`src/rtl/dds_param_bank.sv`:
```
// dds_param_bank: double-buffered, multi-channel DDS parameter bank.
// Incoming parameter sets are validated and held in a per-channel shadow
// register, then transferred to the active outputs on commit, either
// immediately or at each channel's next phase-accumulator wrap.
// Optional feature macro: DDS_PARAM_CLAMP_EN -- when defined, out-of-range
// phase/amplitude/offset values are clamped instead of rejected.

module dds_param_bank #(
    parameter int CHANNELS  = 2,
    parameter int PHASE_W   = 12,
    parameter int AMP_W     = 11,
    parameter int OFS_W     = 12,
    parameter int PHASE_MAX = 2047,
    parameter int V_MAX     = 3300,
    parameter int DEF_PHASE = 10,
    parameter int DEF_AMP   = 1000,
    parameter int DEF_OFS   = 1000,
    parameter int DEF_SHAPE = 0
) (
    input  logic                        clk_100MHz,
    input  logic                        rst_n,
    input  logic                        wr_valid,
    output logic                        wr_ready,
    input  logic [2:0]                  wr_chan,
    input  logic [7:0]                  wr_shape,
    input  logic [15:0]                 wr_phase_m,
    input  logic [15:0]                 wr_offset,
    input  logic [15:0]                 wr_amp,
    input  logic                        commit,
    input  logic                        sync_mode,
    input  logic [CHANNELS-1:0]         phase_wrap,
    output logic [CHANNELS*PHASE_W-1:0] phase_M,
    output logic [CHANNELS*AMP_W-1:0]   signal_A,
    output logic [CHANNELS*OFS_W-1:0]   offset,
    output logic [CHANNELS*2-1:0]       signal_shape,
    output logic [CHANNELS-1:0]         dirty,
    output logic [CHANNELS-1:0]         pending,
    output logic                        err_pulse,
    output logic [1:0]                  err_code
);

    // REJECT is the rejection leg of CHECK: it lets the error pulse land on
    // the same edge a successful STORE would, keeping write timing uniform.
    typedef enum logic [1:0] {IDLE, CHECK, STORE, REJECT} state_t;

    localparam logic [15:0]        PHASE_MAX_V = 16'(PHASE_MAX);
    localparam logic [15:0]        HALF_V      = 16'(V_MAX / 2);
    localparam logic [3:0]         CHAN_LIM    = 4'(CHANNELS);
    localparam logic [PHASE_W-1:0] DEF_PHASE_V = PHASE_W'(DEF_PHASE);
    localparam logic [AMP_W-1:0]   DEF_AMP_V   = AMP_W'(DEF_AMP);
    localparam logic [OFS_W-1:0]   DEF_OFS_V   = OFS_W'(DEF_OFS);
    localparam logic [1:0]         DEF_SHAPE_V = 2'(DEF_SHAPE);
`ifdef DDS_PARAM_CLAMP_EN
    localparam logic [15:0]        VMAX_V      = 16'(V_MAX);
`else
    localparam logic [16:0]        VMAX_17     = 17'(V_MAX);
`endif

    state_t state_q, state_d;

    logic [2:0]  rawChan_q;
    logic [7:0]  rawShape_q;
    logic [15:0] rawPhase_q, rawOfs_q, rawAmp_q;

    logic        chkErr;
    logic [1:0]  chkCode;
    logic [15:0] chkPhase, chkAmp, chkOfs;
    logic        unusedBits;

    logic storeEn, rejectEn;

    logic [CHANNELS-1:0][PHASE_W-1:0] shPhase_q, actPhase_q;
    logic [CHANNELS-1:0][AMP_W-1:0]   shAmp_q, actAmp_q;
    logic [CHANNELS-1:0][OFS_W-1:0]   shOfs_q, actOfs_q;
    logic [CHANNELS-1:0][1:0]         shShape_q, actShape_q;

    logic [CHANNELS-1:0] dirty_q, dirty_d, pending_q, pending_d;
    logic [CHANNELS-1:0] storeHit, applyHit;

    logic       errPulse_q;
    logic [1:0] errCode_q;

    // State register of the write-handling FSM.
    always_ff @(posedge clk_100MHz or negedge rst_n) begin
        if (!rst_n) state_q <= IDLE;
        else        state_q <= state_d;
    end

    // Next-state logic: accept in IDLE, decide in CHECK, finish in one cycle.
    always_comb begin
        state_d = state_q;
        unique case (state_q)
            IDLE:    if (wr_valid) state_d = CHECK;
            CHECK:   state_d = chkErr ? REJECT : STORE;
            STORE:   state_d = IDLE;
            REJECT:  state_d = IDLE;
            default: state_d = IDLE;
        endcase
    end

    // FSM outputs: handshake and the two one-cycle action strobes.
    always_comb begin
        wr_ready = (state_q == IDLE);
        storeEn  = (state_q == STORE);
        rejectEn = (state_q == REJECT);
    end

    // Capture the raw write fields on acceptance; they stay stable until IDLE.
    always_ff @(posedge clk_100MHz or negedge rst_n) begin
        if (!rst_n) begin
            rawChan_q  <= '0;
            rawShape_q <= '0;
            rawPhase_q <= '0;
            rawOfs_q   <= '0;
            rawAmp_q   <= '0;
        end else if (state_q == IDLE && wr_valid) begin
            rawChan_q  <= wr_chan;
            rawShape_q <= wr_shape;
            rawPhase_q <= wr_phase_m;
            rawOfs_q   <= wr_offset;
            rawAmp_q   <= wr_amp;
        end
    end

    // Validate (or clamp) the latched write; later checks override earlier
    // ones so the channel check wins, then shape, then the range checks.
    always_comb begin
        chkErr   = 1'b0;
        chkCode  = 2'd0;
        chkPhase = rawPhase_q;
        chkAmp   = rawAmp_q;
        chkOfs   = rawOfs_q;
`ifdef DDS_PARAM_CLAMP_EN
        if (rawPhase_q == 16'd0)             chkPhase = 16'd1;
        else if (rawPhase_q > PHASE_MAX_V)   chkPhase = PHASE_MAX_V;
        if (rawAmp_q > HALF_V)               chkAmp   = HALF_V;
        if (rawOfs_q < chkAmp)               chkOfs   = chkAmp;
        else if (rawOfs_q > VMAX_V - chkAmp) chkOfs   = VMAX_V - chkAmp;
`else
        if (rawPhase_q == 16'd0 || rawPhase_q > PHASE_MAX_V) begin
            chkErr  = 1'b1;
            chkCode = 2'd2;
        end else if (rawAmp_q > HALF_V || rawOfs_q < rawAmp_q ||
                     ({1'b0, rawOfs_q} + {1'b0, rawAmp_q}) > VMAX_17) begin
            chkErr  = 1'b1;
            chkCode = 2'd3;
        end
`endif
        if (rawShape_q > 8'd2) begin
            chkErr  = 1'b1;
            chkCode = 2'd1;
        end
        if ({1'b0, rawChan_q} >= CHAN_LIM) begin
            chkErr  = 1'b1;
            chkCode = 2'd0;
        end
    end

    // High bits of the checked fields are provably zero after range checks.
    assign unusedBits = ^{chkPhase[15:PHASE_W], chkAmp[15:AMP_W], chkOfs[15:OFS_W]};

    // Per-channel flag updates; commit only sees dirty flags as registered.
    always_comb begin
        dirty_d   = dirty_q;
        pending_d = pending_q;
        storeHit  = '0;
        applyHit  = '0;
        for (int c = 0; c < CHANNELS; c++) begin
            storeHit[c] = storeEn && (rawChan_q == 3'(c));
            applyHit[c] = (commit && dirty_q[c] && !sync_mode) ||
                          (pending_q[c] && phase_wrap[c]);
            if (storeHit[c])                 dirty_d[c] = 1'b1;
            else if (commit && dirty_q[c])   dirty_d[c] = 1'b0;
            if (commit && dirty_q[c] && sync_mode)  pending_d[c] = 1'b1;
            else if (pending_q[c] && phase_wrap[c]) pending_d[c] = 1'b0;
        end
    end

    // Shadow and active register banks plus their dirty/pending flags.
    always_ff @(posedge clk_100MHz or negedge rst_n) begin
        if (!rst_n) begin
            for (int c = 0; c < CHANNELS; c++) begin
                shPhase_q[c]  <= DEF_PHASE_V;
                shAmp_q[c]    <= DEF_AMP_V;
                shOfs_q[c]    <= DEF_OFS_V;
                shShape_q[c]  <= DEF_SHAPE_V;
                actPhase_q[c] <= DEF_PHASE_V;
                actAmp_q[c]   <= DEF_AMP_V;
                actOfs_q[c]   <= DEF_OFS_V;
                actShape_q[c] <= DEF_SHAPE_V;
            end
            dirty_q   <= '0;
            pending_q <= '0;
        end else begin
            for (int c = 0; c < CHANNELS; c++) begin
                if (storeHit[c]) begin
                    shPhase_q[c] <= chkPhase[PHASE_W-1:0];
                    shAmp_q[c]   <= chkAmp[AMP_W-1:0];
                    shOfs_q[c]   <= chkOfs[OFS_W-1:0];
                    shShape_q[c] <= rawShape_q[1:0];
                end
                if (applyHit[c]) begin
                    actPhase_q[c] <= shPhase_q[c];
                    actAmp_q[c]   <= shAmp_q[c];
                    actOfs_q[c]   <= shOfs_q[c];
                    actShape_q[c] <= shShape_q[c];
                end
            end
            dirty_q   <= dirty_d;
            pending_q <= pending_d;
        end
    end

    // Error reporting: single-cycle pulse and a sticky code of the last cause.
    always_ff @(posedge clk_100MHz or negedge rst_n) begin
        if (!rst_n) begin
            errPulse_q <= 1'b0;
            errCode_q  <= 2'd0;
        end else begin
            errPulse_q <= rejectEn;
            if (rejectEn) errCode_q <= chkCode;
        end
    end

    assign phase_M      = actPhase_q;
    assign signal_A     = actAmp_q;
    assign offset       = actOfs_q;
    assign signal_shape = actShape_q;
    assign dirty        = dirty_q;
    assign pending      = pending_q;
    assign err_pulse    = errPulse_q;
    assign err_code     = errCode_q;

endmodule

```
`config.mk`:
```
export PLATFORM = sky130hd
export DESIGN_NAME = dds_param_bank
export DESIGN_NICKNAME = d
export VERILOG_FILES = /design/src/rtl/dds_param_bank.sv
export SDC_FILE = /design/constraint.sdc
export NUM_CORES = 1
export LEC_CHECK = 0
export CAP_MARGIN = 20
export CORE_ASPECT_RATIO = 0.6
export CORE_MARGIN = 2
export CORE_UTILIZATION = 40
export CTS_CLUSTER_SIZE = 24
export DETAILED_ROUTE_END_ITERATION = 10
export PLACE_DENSITY = 0.72
export SYNTH_ARGS = -nofsm -noshare
export SYNTH_HDL_FRONTEND = slang
export SYNTH_SLANG_ARGS = --single-unit
```
`constraint.sdc`:
```
create_clock -name clk_100MHz -period 5.2 [get_ports clk_100MHz]
set_input_delay 0.52 -clock clk_100MHz [delete_from_list [all_inputs] [get_ports clk_100MHz]]
set_output_delay 0.52 -clock clk_100MHz [all_outputs]
set_load 0.01 [all_outputs]
```
==> Word-level counts from Yosys, hierarchy flattened <==
Index checks and enable logic that the tools add are counted.
{ "classes": {"add_sub_neg": 1, "magnitude_cmp": 6, "n_eq_ne": 5, "n_mux": 19, "n_reduce_logical": 25} }
{ "ops": {"columns": ["cell", "count"], "rows": [
  ["$gt A16 B11 Y1 const B", 2],
  ["$add A16 B16 Y17", 1],
  ["$gt A17 B12 Y1 const B", 1],
  ["$logic_not A16 Y1", 1],
  ["$lt A16 B16 Y1", 1],
  ["$mux W1", 13],
  ["$logic_and A1 B1 Y1", 11],
  ["$mux W2", 5],
  ["$gt A8 B2 Y1 const B", 1],
  ["$reduce_bool A2 Y1", 4],
  ["$pmux W2 S3", 1],
  ["$logic_or A1 B1 Y1", 5],
  ["$eq A2 B2 Y1 const B", 2],
  ["$eq A3 B1 Y1 const B", 1],
  ["$ge A3 B2 Y1 const B", 1],
  ["$logic_not A3 Y1", 1],
  ["$eq A2 B1 Y1 const B", 1],
  ["$logic_not A2 Y1", 1],
  ["$ne A2 B2 Y1 const B", 1],
  ["$reduce_or A2 Y1", 1],
  ["$logic_not A1 Y1", 1]
]} }
{ "totals": {"regBits": 216, "in_bits": 66, "out_inout_bits": 82, "word_cells": 84} }

==> Longest topological paths before layout <==
{ "depth": {"depth_word": 9, "mapped_depth": 11, "mapped_depth_nobuf": 10} }

==> Least setup slack after synthesis <==
No wires, ideal clock.
{ "synth_timing": {"path_kind": "flip-flop to flip-flop", "start": "register rawAmp_q[0] (netlist: chkAmp[0])", "end": "register state_q[0]", "setup_ns": 0.136, "t_arrival_ns": 2.927, "required_time_ns": 5.064, "setup_slack_ns": 2.136, "path_stages_with_launch": 11, "n_path_buf": 0, "synth_period_minus_slack_ns": 3.064, "cell_sequence": "dfrtp_1 -> ha_1 -> fa_1 -> nor2b_1 -> o311ai_1 -> a31oi_2 -> mux2i_1 -> a211o_1 -> or4_4 -> nor4_1 -> a31oi_1"} }
{ "synth_via": {"elab_chain_len": 9, "word_cells_on_any_way": 12, "classes_between": "add/sub (1); order compare (3); mux (6); reduce/logical (2)"} }
{ "synth_rtl": {"columns": ["item", "line", "rtl"], "rows": [
  ["from (decl)", "63", "logic [15:0] rawPhase_q, rawOfs_q, rawAmp_q;"],
  ["from (signal assigned)", "121", "rawAmp_q <= wr_amp;"],
  ["$add A16 B16 Y17 (tied with other cells)", "144", "({1'b0, rawOfs_q} + {1'b0, rawAmp_q}) > VMAX_17) begin"],
  ["$gt A17 B12 Y1 or $logic_or A1 B1 Y1 (tied branches)", "144, 143", null],
  ["$logic_or A1 B1 Y1 (*)", "143", "end else if (rawAmp_q > HALF_V || rawOfs_q < rawAmp_q ||"],
  ["$mux W1 (*)", "143", null],
  ["$mux W1 (*)", "140", "if (rawPhase_q == 16'd0 || rawPhase_q > PHASE_MAX_V) begin"],
  ["$mux W1 (*)", "149", "if (rawShape_q > 8'd2) begin"],
  ["$mux W1 (*)", "153", "if ({1'b0, rawChan_q} >= CHAN_LIM) begin"],
  ["$mux W1 (*)", "94", "CHECK: state_d = chkErr ? REJECT : STORE;"],
  ["$pmux W2 S3 (*)", "92", "unique case (state_q)"],
  ["to (signal assigned)", "86", "else state_q <= state_d;"],
  ["to (decl)", "59", "state_t state_q, state_d;"]
]} }
Mark *: on every way between the ends. The rest lies on a longest branch, timed or not.
A chain may end at the register's enable or synchronous reset.

==> Final worst setup path <==
Same ends and word-level chain as after synthesis.

==> metrics.yaml <==
end_kind: "flop"
nets: 966
p_per_area_nw_per_um2: 653
routed_via_density: 5.18
drv_cap: 0
synth_ff_type: "dfrtp_1"
tightest_slew_ns: 1.02
dp_hpwl_mm: 16.1
io_pins: 148
path_max_fanout: 6
setup_viol: 0
vdd_ir_drop_max_mv: 0.258
postCtsSetupBuffers: 0
start_util: 0.411
clock_path_buffers: 3
cts_tree: "done"
final-hold-violation-count: 0
max-slew-margin-rel: 0.320
grt_pass1_vias: 6423
numPortBuffers: 147
cts_max_level: 1
syn_area_um2: 9570
seq_area_frac_synth: 0.572
synth_nets: 820
drt_iter0_drc: 289
wl_mm: 23.6
cts-root-buf: "clkbuf_16"
antenna_found_initial: 1
critical_path_arrival_ns: 3.81
rsz0062_at_grt: "no"
maxSlewViolCount: 0
worstSkewPairLatency_ns: 0.52
overflow: 0
async_reset_ff_frac: 1.00
dieArea_um2: 25200
cts_resized: 0
grt_max_degree: 145
seq_power_share: 0.396
ys_ff_latch: 216
cts_buffers: 22
cts_sinks: 216
status: "complete, no violations"
syn_inst: 721
yosysUniqueCellTypes: 63
drt-pass1-iter-count: 5
drive_gt1_frac: 0.331
critical_path_required_ns: 5.58
drc: 0
fmax_mhz: 291
internal_power_mw: 5.08
hold_path.class: "flop to flop"
die_h_um: 124
p_clk_frac: 0.197
vias: 6200
fin_skew_ns: 0.0176
worst_r2r_path_depth: 10
place_ws_ns: 1.81
synth_edf_count: 0
p_switching_mw: 2.83
ant_nets: 0
yosysWarnings: 0
rows: 43
dieWidth_um: 204
start_kind: "flop"
min_period_over_period: 0.660
p_leak_nw: 5.13
clk_pin_slew_ns: 0.06
switching_share: 0.358
setup_tns_ns: 0
synth_area_per_cell_um2: 13.3
area_growth_pct: 26.4
worst_slack_ns: 1.77
avgRoutedWirePerCell_um: 19.7
comb_power_share: 0.407
post-route-min-period_ns: 3.43
grt_pass1_wl_mm: 37.5
holdPathStages: 2
path_class: "flop to flop"
grt.total_usage: 0.193
core_area_um2: 23300
place_congestion: 0.857
## layer usage
metal / GRT usage / share of wire
met1: 0.302 / 0.52
met2: 0.269 / 0.40
met3: 0.0502 / 0.067
met4: 0.0315 / 0.011
met5: 0 / 0
## through the flow
stage	cells	cell area [um^2]	hold WS (ns)	util	total power, mW
3_3_place_gp	1157	11400	0.464	0.489	6.33
2_1_floorplan	721	9570	0.224	-	5.09
5_1_grt	1197	12100	0.509	0.519	8.47
6_report	1198	12100	0.482	0.519	7.91
4_1_cts	1197	12100	0.485	0.519	7.97
3_5_place_dp	1157	11400	0.477	0.489	6.35
## cells in the final DEF (no fill, tap or decap), types with 4 or more instances in the layout
| cell type | instances |
|---|---|
| a21oi_1 | 15 |
| buf_4 | 4 |
| clkbuf_1 | 7 |
| clkbuf_16 | 22 |
| clkbuf_8 | 4 |
| clkdlybuf4s50_1 | 146 |
| dfrtp_1 | 160 |
| dfstp_2 | 56 |
| ha_1 | 32 |
| inv_1 | 28 |
| mux2_2 | 180 |
| nand2_1 | 40 |
| nand2b_1 | 5 |
| nand3_1 | 7 |
| nand4_1 | 6 |
| nor2_1 | 15 |
| nor2b_1 | 9 |
| nor3_1 | 13 |
| nor4_1 | 8 |
| o21ai_0 | 41 |
| o21bai_1 | 4 |
| xnor2_1 | 7 |
## Yosys cell counts (4+ instances only)
cell        n  area (um^2)
dfrtp_1   160         4000
ha_1       32          400
dfstp_2    56         1470
clkbuf_1   21         78.8
mux2_2    180         2030
inv_1      28          105
xnor2_1     7         61.3
nor4_1      8         50.1
nand2b_1    5         31.3
buf_2       5         25.0
o21ai_0    41          205
nor2b_1    10         62.6
nor3_1     13         65.1
o21bai_1    4         30.0
nand3_1     7         35.0
buf_1       5         18.8
nor2_1     15         56.3
nand2_1    41          154
a21oi_1    15         75.1
nand4_1     6         37.5
## power groups by stage
stage	registers [mW]	clock network, mW	logic (mW)
CTS	3.13	1.60	3.23
floorplan	3.05	0	2.04
global placement	3.13	0	3.20
detailed placement	3.15	0	3.20
finish	3.13	1.56	3.22
global route	3.25	1.69	3.53
## path summary, 6_finish.rpt
check	endpoint	slack, ns	from
min in group asynchronous	offset[2]	0.55	rst_n
max in group asynchronous	rawShape_q[4]	3.50	rst_n
hold / removal	shAmp_q[17]	0.48	shAmp_q[17]
setup reg to reg	state_q[0]	1.77	chkAmp[0]
setup / recovery	state_q[0]	1.77	chkAmp[0]
hold reg to reg	shAmp_q[17]	0.48	shAmp_q[17]
## worst max-delay path, stage by stage, from the launching register on
cell and delay [ns]:
dfrtp_1 0.44, ha_1 0.26, fa_1 0.41, nor2b_1 0.17, o311ai_1 0.44, a31oi_2 0.24
mux2i_1 0.16, a211o_1 0.31, or4_4 0.55, nor4_1 0.20, a31oi_1 0.11
## sequential cells by signal (all words and copies together) (netlist names), 3 cells and up
register and flops:
signal_shape 4, rawShape_q 8, rawChan_q 3, chkOfs 16
shPhase_q 24, chkAmp 16, shOfs_q 24, shShape_q 4
chkPhase 16, offset 24, signal_A 22, phase_M 24
shAmp_q 22
## final cells by class
cell class / instances / area (um^2)
inverter: 31 / 116
clock inverter: 6 / 72.6
timing repair buffer: 153 / 1540
clock buffer: 33 / 632
tap: 315 / 394
sequential: 216 / 5480
antenna: 1 / 2.50
multi-input combinational: 443 / 3870
fill: 2022 / 11200
## repair_timing
action	in CTS	in global routing
endpoints found under the hold margin	19	0
hold buffers	1	0
setup endpoints to repair	0	0
## cells by family after synthesis
kind of cell	share of synthesized area
buffers and inverters	0.0250
AO/OA/AOI/OAI	0.0722
AND/OR/NAND/NOR	0.0637
multiplexers	0.215
XOR/XNOR	0.00824
flip-flops	0.572
adder cells (fa/ha/maj)	0.0439
(Power assumes the default switching activity.)
